## config.mk

```make
export PLATFORM = sky130hd
export DESIGN_NAME = msf_frame_sequencer
export DESIGN_NICKNAME = d
export VERILOG_FILES = /design/src/rtl/msf_frame_sequencer.sv
export SDC_FILE = /design/constraint.sdc
export NUM_CORES = 1
export LEC_CHECK = 0
export ABC_CLOCK_PERIOD_IN_PS = 2600
export CAP_MARGIN = 20
export CORE_MARGIN = 5
export CORE_UTILIZATION = 50
export CTS_CLUSTER_SIZE = 14
export DETAILED_ROUTE_END_ITERATION = 12
export GPL_TIMING_DRIVEN = 0
export HOLD_SLACK_MARGIN = 0.05
export PLACE_DENSITY = 0.81
export SYNTH_ARGS = -nofsm -noshare
export SYNTH_HDL_FRONTEND = slang
export SYNTH_SLANG_ARGS = --single-unit
```

## constraint.sdc

```tcl
create_clock -name clk_i -period 2.6 [get_ports clk_i]
set_clock_uncertainty 0.1 [all_clocks]
set_input_delay 0.52 -clock clk_i [delete_from_list [all_inputs] [get_ports clk_i]]
set_output_delay 0.52 -clock clk_i [all_outputs]
set_load 0.05 [all_outputs]
```

## src/rtl/msf_frame_sequencer.sv

```systemverilog
// msf_frame_sequencer: tracks MSF second index, captures A-bit time fields,
// checks B-bit odd parity and end-of-minute marker, commits on the next minute marker.
module msf_frame_sequencer #(
  parameter int LAST_SECOND  = 59,
  parameter bit CHECK_MARKER = 1'b1
) (
  input  logic       clk_i,
  input  logic       rst_ni,
  input  logic       bits_valid_i,
  input  logic       bits_is_second_00_i,
  input  logic [1:0] bits_data_i,
  output logic       synced_o,
  output logic [5:0] second_o,
  output logic       time_valid_o,
  output logic       frame_err_o,
  output logic [7:0] year_o,
  output logic [4:0] month_o,
  output logic [5:0] day_o,
  output logic [2:0] dow_o,
  output logic [5:0] hour_o,
  output logic [6:0] minute_o
);
  typedef enum logic {HUNT, RUN} state_t;
  state_t      state_q, state_d;
  logic [5:0]  second_q, second_d;
  logic [34:0] cap_q, cap_d;
  logic [34:0] time_q, time_d;
  logic [3:0]  par_q, par_d;
  logic        marker_bad_q, marker_bad_d;
  logic        time_valid_q, time_valid_d;
  logic        frame_err_q, frame_err_d;
  logic [5:0]  n;
  logic        a, b, good, in_run;
  assign a      = bits_data_i[1];
  assign b      = bits_data_i[0];
  assign in_run = state_q == RUN;
  assign n      = second_q + 6'd1;
  assign good   = second_q == 6'(LAST_SECOND) && &par_q && (!CHECK_MARKER || !marker_bad_q);
  always_comb begin
    state_d      = state_q;
    second_d     = second_q;
    cap_d        = cap_q;
    time_d       = time_q;
    par_d        = par_q;
    marker_bad_d = marker_bad_q;
    time_valid_d = 1'b0;
    frame_err_d  = 1'b0;
    if (bits_valid_i && bits_is_second_00_i) begin
      time_valid_d = in_run && good;
      frame_err_d  = in_run && !good;
      time_d       = (in_run && good) ? cap_q : time_q;
      state_d      = RUN;
      second_d     = '0;
      cap_d        = '0;
      par_d        = '0;
      marker_bad_d = 1'b0;
    end else if (bits_valid_i && in_run) begin
      if (second_q == 6'(LAST_SECOND)) begin
        frame_err_d = 1'b1;
        state_d     = HUNT;
        second_d    = '0;
      end else begin
        second_d     = n;
        cap_d        = (n >= 6'd17 && n <= 6'd51) ? {cap_q[33:0], a} : cap_q;
        par_d[0]     = par_q[0] ^ (a && n >= 6'd17 && n <= 6'd24) ^ (b && n == 6'd54);
        par_d[1]     = par_q[1] ^ (a && n >= 6'd25 && n <= 6'd35) ^ (b && n == 6'd55);
        par_d[2]     = par_q[2] ^ (a && n >= 6'd36 && n <= 6'd38) ^ (b && n == 6'd56);
        par_d[3]     = par_q[3] ^ (a && n >= 6'd39 && n <= 6'd51) ^ (b && n == 6'd57);
        // marker pattern 0,1,1,1,1,1,1,0 over seconds 52..59
        marker_bad_d = marker_bad_q | (n >= 6'd52 && n <= 6'd59 && a != (n >= 6'd53 && n <= 6'd58));
      end
    end
  end
  always_ff @(posedge clk_i or negedge rst_ni) begin
    if (!rst_ni) begin
      state_q      <= HUNT;
      second_q     <= '0;
      cap_q        <= '0;
      time_q       <= '0;
      par_q        <= '0;
      marker_bad_q <= 1'b0;
      time_valid_q <= 1'b0;
      frame_err_q  <= 1'b0;
    end else begin
      state_q      <= state_d;
      second_q     <= second_d;
      cap_q        <= cap_d;
      time_q       <= time_d;
      par_q        <= par_d;
      marker_bad_q <= marker_bad_d;
      time_valid_q <= time_valid_d;
      frame_err_q  <= frame_err_d;
    end
  end
  assign synced_o     = in_run;
  assign second_o     = second_q;
  assign time_valid_o = time_valid_q;
  assign frame_err_o  = frame_err_q;
  assign year_o       = time_q[34:27];
  assign month_o      = time_q[26:22];
  assign day_o        = time_q[21:16];
  assign dow_o        = time_q[15:13];
  assign hour_o       = time_q[12:7];
  assign minute_o     = time_q[6:0];
endmodule

```

Yosys cells after proc, flatten, opt, wreduce, memory -nomap -nowiden
Cells that the tools add are included.
{ "word_totals": {"romBits": 0, "in_bits": 6, "ramBits": 0, "mem_count": 0, "out_inout_bits": 44, "ff_bits": 84, "latchBits": 0, "elab_cells": 89} }
{ "op_classes": {"magnitude_cmp": 12, "eq_ne": 7, "addsub": 1, "n_div": 0, "muxes": 20, "multipliers": 0, "shifts": 0, "n_bitwise": 9, "reduce_logical": 32} }
{ "ops": {"columns": ["operator", "count"], "rows": [
  ["$mux W35", 4],
  ["$eq A6 B6 Y1 const B", 5],
  ["$le A6 B6 Y1 const B", 5],
  ["$ge A6 B6 Y1 const B", 4],
  ["$logic_and A1 B1 Y1", 22],
  ["$mux W6", 3],
  ["$ge A6 B5 Y1 const B", 2],
  ["$mux W4", 3],
  ["$mux W1", 10],
  ["$xor A1 B1 Y1", 8],
  ["$add A6 B1 Y6 const B", 1],
  ["$le A6 B5 Y1 const B", 1],
  ["$reduce_and A2 Y1", 3],
  ["$reduce_bool A2 Y1", 3],
  ["$reduce_and A4 Y1", 1],
  ["$reduce_and A3 Y1", 1],
  ["$logic_not A1 Y1", 2],
  ["$ne A2 B2 Y1 const B", 1],
  ["$ne A1 B1 Y1", 1],
  ["$or A1 B1 Y1", 1]
]} }

Longest topological paths before layout
Gate-level depths: netlist (run 1).
{ "logic_depth": {"ltp_word": 9, "depth_mapped": 10, "ltp_nobuf": 8} }

Worst setup path before layout (run 1)
OpenSTA, ideal clock, no wires.
{ "synth_timing": {"path_kind": "reg-to-reg", "from": "register second_q[0] (netlist: second_o[0])", "to": "register cap_q[34]", "setup_slack_ps": -184, "synth_period_minus_slack_ps": 2784, "path_stages_with_launch": 11, "arrival_time_ps": 2563, "setup_time_ps": 121, "required_time_ps": 2379, "path_buffers": 3, "cell_sequence": "dfrtp_1 ha_1 clkbuf_1 nand3_1 xnor2_1 a2111oi_1 nor2_1 a21o_1 buf_6 buf_6 a22o_1"} }
{ "synth_between": {"elab_chain_cells": 5, "word_cells_on_any_way": 8, "classes_between": "1 x add/sub; 2 x order compare; 2 x eq/ne; 3 x reduce/logical"} }
{ "synth_rtl": {"columns": ["item", "line", "rtl"], "rows": [
  ["start, declared", "25", "logic [5:0] second_q, second_d;"],
  ["start signal, assigned", "86", "second_q <= second_d;"],
  ["$add A6 B1 Y6", "37", "assign n = second_q + 6'd1;"],
  ["$ge A6 B5 Y1 / $le A6 B6 Y1 (equally long branches)", "64", "cap_d = (n >= 6'd17 && n <= 6'd51) ? {cap_q[33:0], a} : cap_q;"],
  ["$logic_and A1 B1 Y1", "64", null],
  ["$reduce_bool A2 Y1 (no source line)", null, null],
  ["$reduce_and A3 Y1 (no source line) *", null, null],
  ["end signal, assigned", "87", "cap_q <= cap_d;"],
  ["end, declared", "26", "logic [34:0] cap_q, cap_d;"]
]} }
Mark *: on every way between the ends. The rest lies on a longest branch, timed or not.
A chain may end at the register's enable or synchronous reset.

Final worst setup path (run 1)
Ends and elaborated chain as after synthesis.

==> results of run 1 <==
[what timing repair did]
action                                  in CTS  in global routing
endpoints found under the setup margin      60                 53
pin swaps                                    0                  3
hold endpoints to repair                    26                  0
hold buffers                                 1                  0
gates resized for setup                     10                 13
buffers inserted                             0                  2
[power breakdown]
group	switching (mW)	internal [mW]	total, mW
Sequential	0.0114	1.31	1.32
Clock	0.513	0.457	0.970
Combinational	0.145	0.0743	0.220
Total	0.669	1.84	2.51
[critical path: cells and delay by family, from the launching register on]
family | cells | cell delay, ps
AOI/OAI and AO/OA | 3 | 710
adders and majority gates | 1 | 270
buffers and inverters | 4 | 570
DFF | 1 | 480
and+or+nand+nor | 2 | 240
[layout make-up]
class	count	area share
Sequential cell	84	0.431
Multi-Input combinational cell	219	0.355
Timing Repair Buffer	53	0.110
Buffer	23	0.0307
Tap cell	102	0.0261
Clock buffer	9	0.0253
Clock inverter	7	0.0164
Inverter	7	0.00537
[through the flow]
step / hold WS (ps) / instance area, sq um / setup WS, ps / power, mW / instances
floorplan: 124 / 3940 / 9.06 / 1.47 / 334
finish: 407 / 4890 / 129 / 2.51 / 504
global placement: 380 / 4560 / -2190 / 1.55 / 485
CTS: 404 / 4830 / 42.0 / 2.53 / 502
detailed placement: 360 / 4590 / -247 / 1.56 / 486
global route: 431 / 4890 / -20.0 / 2.61 / 504
[worst paths after layout]
path	slack [ps]	endpoint	cells past startpoint
setup / recovery	130	cap_q[34]	10
hold / removal	410	cap_q[34]	1
setup reg to reg	130	cap_q[34]	10
hold reg to reg	410	cap_q[34]	1
max in group asynchronous	1290	second_o[1]	3
min in group asynchronous	520	marker_bad_q	2
[routing by layer]
layer  vias up  track usage
met2        72        0.296
met4         0       0.0578
met1      1449        0.266
met5         -            0
met3        12       0.0425
li1       1356            -
[cell usage in the layout, fill, tap and decap left out, types with 4 or more instances in the layout]
cell type / count
a22o_1: 19
buf_4: 10
clkbuf_1: 5
clkbuf_8: 9
clkdlybuf4s50_1: 48
dfrtp_1: 80
dfrtp_2: 4
inv_1: 7
mux2_2: 36
mux2i_1: 18
nand2_1: 9
nand3_1: 4
nor2_1: 30
nor2b_1: 4
nor3_1: 4
o21ai_0: 14
xnor2_1: 5
[registers in the layout, indices dropped and copies added (netlist names)]
name          flops
cap_q            35
time_q           35
second_o          6
par_q             4
frame_err_o       1
marker_bad_q      1
synced_o          1
time_valid_o      1
[kinds of logic after synthesis]
group           share of synthesized area
mux                                 0.149
xor+xnor                           0.0133
flops                               0.534
compound gates                      0.146
buf+inv                            0.0410
fa+ha+maj                          0.0127
simple gates                        0.105
==> summary.md, run 1 <==
| Metric | Value |
|---|---|
| R2R Path Start | `second_o[0]` |
| Synth Flop Type | `dfrtp_1` |
| Num CTS Buffers | `9` |
| Syn Nets | `344` |
| Vias per cell | `5.73` |
| Synth area leader | `dfrtp_1` |
| Top Layer Used | `met4` |
| CP Cell Sequence | `clkbuf_4, inv_1, ha_2, nor2_1, a2111oi_4, nor2_1, a21o_1, buf_6, buf_6, a22o_1` |
| Met1 wire length | `4030 microns` |
| Footprint of the multi-input gates | `1740 sq um` |
| CTS tree | `built` |
| Clock Pin Slew Worst Setup and Hold Paths | `100 ps` |
| Synth area leaders | `dfrtp_1, mux2_2, mux2i_1` |
| Synthesized area | `3940 sq um` |
| Initial antenna violation count | `0` |
| Async S/R FF share, synth | `1.00` |
| # diodes | `0` |
| Synth-to-Final Area Change | `24.2%` |
| Total track usage | `0.190` |
| Power per cell area | `514 nW/um^2` |
| Vias in the first global route | `2916` |
| Critical path type | `flop to flop` |
| Final Routed Wirelength | `8800 microns` |
| MaxCap Viol Count | `0` |
| # clock sinks | `84` |
| Yosys reg bits | `84` |
| Final period utilization | `0.951` |
| Top cell type's share of synthesized area | `0.534` |
| Share of layout cells above drive strength 1 | `0.229` |
| VDD IR max | `336 uV` |
| Yosys warning total | `0` |
| Endpoints failing hold | `0` |
| CP Data Arrival Time | `2620 ps` |
| Initial core utilization | `0.512` |
| RSZ-0062 raised after global routing | `true` |
| DRC | `0` |
| Finish-stage setup viols | `0` |
| Wire per inst | `17.5 microns` |
| Die Height | `98.7 microns` |
| Static Leak | `2.33 nW` |
| Register Area | `2110 sq um` |
| Root Buffer | `clkbuf_8` |
| Worst-Skew Late Latency | `360 ps` |
| Worst endpoint required time | `2750 ps` |
| Number of nets still failing antenna checks after routing | `0` |
| Tmin final | `2470 ps` |
| Kind of end point of the critical path | `flop` |
| Met3 WL | `457 microns` |
| FILL cells | `628` |
| Post-synth top cells | `dfrtp_1, mux2_2, nor2_1, a22o_1, mux2i_1` |
| Fin. max-slew vios | `0` |
| Cell Rows | `32` |
| Core region area | `7690 sq um` |
| Crit path largest cell delay | `480 ps` |
| Crit Path Max Fanout | `10` |
| First-pass GRT wire length | `15000 microns` |
| Port Buffers | `49` |
| Count of cell types in the netlist | `57` |
| Io pins | `50` |
| Met2 WL post-DR | `4190 microns` |
| Die area | `9750 sq um` |
| Syn Area/Cell | `11.8 sq um` |
| Largest net degree at the start of global routing | `59` |
| Hold_sp | `cap_q[34]` |
| Worst Max-Slew Pin Slew | `977 ps` |
| Slowest stage cell, crit path | `dfrtp_2` |
| Setup TNS | `0 ps` |
| Status | `finished, final reports clean` |
| DIE WIDTH | `98.7 microns` |
| Gate Count Post-Synth | `334` |
| Peak Freq | `405 MHz` |
| EDFF count, synth | `0` |
| RD Place Congestion | `0.896` |
| Via count | `2889` |
| Fin util | `0.636` |
| # H-tree levels | `3` |
| Worst setup SP type | `flop` |
| First-pass detailed-route iteration total | `5` |
| Register area share after synthesis | `0.534` |
| DRT iter0 DRCs | `152` |
| Final nets | `407` |
| Gr ovfl total | `0` |
| Most common cell in the netlist | `dfrtp_1` |
| Type of the tightest min-delay check | `flop to flop` |
| Relative slew margins | `0.343` |
| CP startpoint | `second_o[0]` |
| DP HPWL | `6320 microns` |
| Clock buffer depth | `2` |
No activity file was read; power rests on OpenSTA's default activity.
==> run 2: changes to the inputs <==
SKIP_LAST_GASP = 1   (was not set)
==> results of run 2 <==
The final DEF is identical to that of run 1; final timing and power are the same.
==> run 3: changes to the inputs <==
CAP_MARGIN = not set   (was 20)
CORE_UTILIZATION = 57   (was 50)
DONT_BUFFER_PORTS = 1   (was not set)
PLACE_DENSITY = 0.8   (was 0.81)
==> run 3 against run 2 <==
Highest routed layer unchanged. Routed wire length increased by 0.32%. Largest cell class unchanged. Total power decreased by 0.40%. Die area decreased by 11%. Sequential power about the same.
==> summary.md, run 3 (same netlist as run 1, synthesis figures left out) <==
| Metric | Value |
|---|---|
| # clock sinks | `84` |
| Finish-stage setup viols | `0` |
| DIE WIDTH | `93.1 microns` |
| Most frequent cells in the layout | `dfrtp_1, mux2_2, nor2_1` |
| Clock buffer depth | `2` |
| Power per cell area | `548 nW/um^2` |
| Die area | `8670 sq um` |
| Synth-to-Final Area Change | `16.1%` |
| Power Total | `2.50 mW` |
| Peak Freq | `388 MHz` |
| Worst-Skew Late Latency | `350 ps` |
| DRC | `0` |
| Vias in the first global route | `2753` |
| Die Height | `93.1 microns` |
| Final nets | `369` |
| R2R Path Start | `second_o[2]` |
| First-pass detailed-route iteration total | `5` |
| Wire per inst | `19.9 microns` |
| VDD IR max | `310 uV` |
| Crit Path Max Fanout | `10` |
| Root Buffer | `clkbuf_8` |
| Type of the tightest min-delay check | `primary input to flop` |
| Tmin final | `2580 ps` |
| Worst Max-Slew Pin Slew | `846 ps` |
| Largest net degree at the start of global routing | `85` |
| Clock Pin Slew Worst Setup and Hold Paths | `90 ps` |
| Vias per cell | `6.35` |
| Gr ovfl total | `0` |
| Static Leak | `2.22 nW` |
| Port Buffers | `0` |
| # diodes | `0` |
| CP Data Arrival Time | `2730 ps` |
| RR Endpoint | `cap_q[0]` |
| Total track usage | `0.207` |
| Via count | `2818` |
| Final period utilization | `0.992` |
| DP HPWL | `5740 microns` |
| Number of nets still failing antenna checks after routing | `0` |
| Setup TNS | `0 ps` |
| # H-tree levels | `3` |
| DRT iter0 DRCs | `190` |
| First-pass GRT wire length | `14100 microns` |
| Relative slew margins | `0.431` |
| Cell depth of the worst flop-to-flop path | `9` |
| Worst setup SP type | `flop` |
| RSZ-0062 raised after global routing | `true` |
| Num CTS Buffers | `9` |
| Final Routed Wirelength | `8820 microns` |
| Initial core utilization | `0.583` |
| MaxCap Viol Count | `0` |
| Commonest non-fill, non-tap cell in the layout | `dfrtp_1` |
| Worst endpoint required time | `2750 ps` |
| WHS Endpoint | `cap_q[0]` |
| Initial antenna violation count | `0` |
| Share of layout cells above drive strength 1 | `0.302` |
| RD Place Congestion | `0.936` |
| Kind of end point of the critical path | `flop` |
| Status | `finished, final reports clean` |
| Hold_sp | `bits_data_i[1]` |
| Fin. max-slew vios | `0` |
| FF-to-FF setup slack | `20 ps` |
| Endpoints failing hold | `0` |
| Hold path cells | `1` |
| Core region area | `6760 sq um` |
| Cell Rows | `30` |
| CTS tree | `built` |
| Critical path type | `flop to flop` |
| Io pins | `50` |
## run 3: cell count changes in the layout (fill, tap and decap cells not counted), moves of 2 or more
| cell | delta |
|---|---|
| buf_4 | +8 |
| ha_4 | +2 |
| dfrtp_4 | +2 |
| ha_2 | -2 |
| nand3_1 | -2 |
| buf_6 | +3 |
| clkdlybuf4s50_1 | -48 |
| dfrtp_1 | -2 |
## run 3: cell type report
| type | instances | area [sq um] |
|---|---|---|
| inverters | 7 | 26.3 |
| multi-input cells | 219 | 1820 |
| repair buffers | 16 | 140 |
| clock buffers | 10 | 128 |
| well taps | 80 | 100 |
| fillers | 535 | 2190 |
| flip-flops and latches | 84 | 2110 |
| clock inverters | 6 | 68.8 |
| plain buffers | 22 | 170 |
## run 3: worst max path at each step
stage | depth (start not counted) | start | to | slack (ps)
floorplan | 9 | second_o[2] | cap_q[34] | 9
global placement | 10 | second_o[0] | cap_q[34] | -450
detailed placement | 8 | second_o[0] | time_q[13] | -410
CTS | 10 | second_o[1] | cap_q[15] | 10
global route | 9 | second_o[0] | cap_q[31] | -20
finish | 9 | second_o[2] | cap_q[0] | 20
## run 3: critical path: stages (launching register included)
cell	delay [ps]
dfrtp_2	540
buf_6	190
nand3_4	90
or3_4	340
a222oi_1	370
buf_4	210
o21bai_4	80
buf_6	140
buf_8	140
a32o_1	260
## run 3: what timing repair did
| item | 4_1_cts | 5_1_grt |
|---|---|---|
| gates cloned | 0 | 1 |
| pin swaps | 2 | 5 |
| setup endpoints to repair | 77 | 55 |
| setup buffers | 4 | 9 |
| resized for setup | 24 | 30 |
| hold endpoints to repair | 84 | 0 |
| hold buffers | 2 | 0 |
## run 3: report_power, final
| part | total, mW | switching [mW] | internal, mW |
|---|---|---|---|
| logic | 0.195 | 0.123 | 0.0716 |
| clock network | 0.955 | 0.501 | 0.454 |
| registers | 1.35 | 0.0394 | 1.31 |
| total | 2.50 | 0.664 | 1.84 |
## run 3: per-layer routing
| metal | wire (microns) | GRT usage | up-vias |
|---|---|---|---|
| met2 | 4270 | 0.322 | 119 |
| li1 | - | - | 1273 |
| met1 | 3720 | 0.276 | 1408 |
| met4 | 174 | 0.0842 | 0 |
| met3 | 657 | 0.0531 | 18 |
| met5 | 0 | 0 | - |
## run 3: stage by stage
step	utilization	instances	hold WS, ps	area, sq um	setup slack (ps)
final	0.676	444	209	4570	20.2
after global routing	0.676	444	206	4570	-22.0
after CTS	0.652	435	199	4400	10.0
after detailed placement	0.598	414	127	4040	-411
after global placement	0.598	414	126	4040	-455
after floorplan	-	334	124	3940	9.06
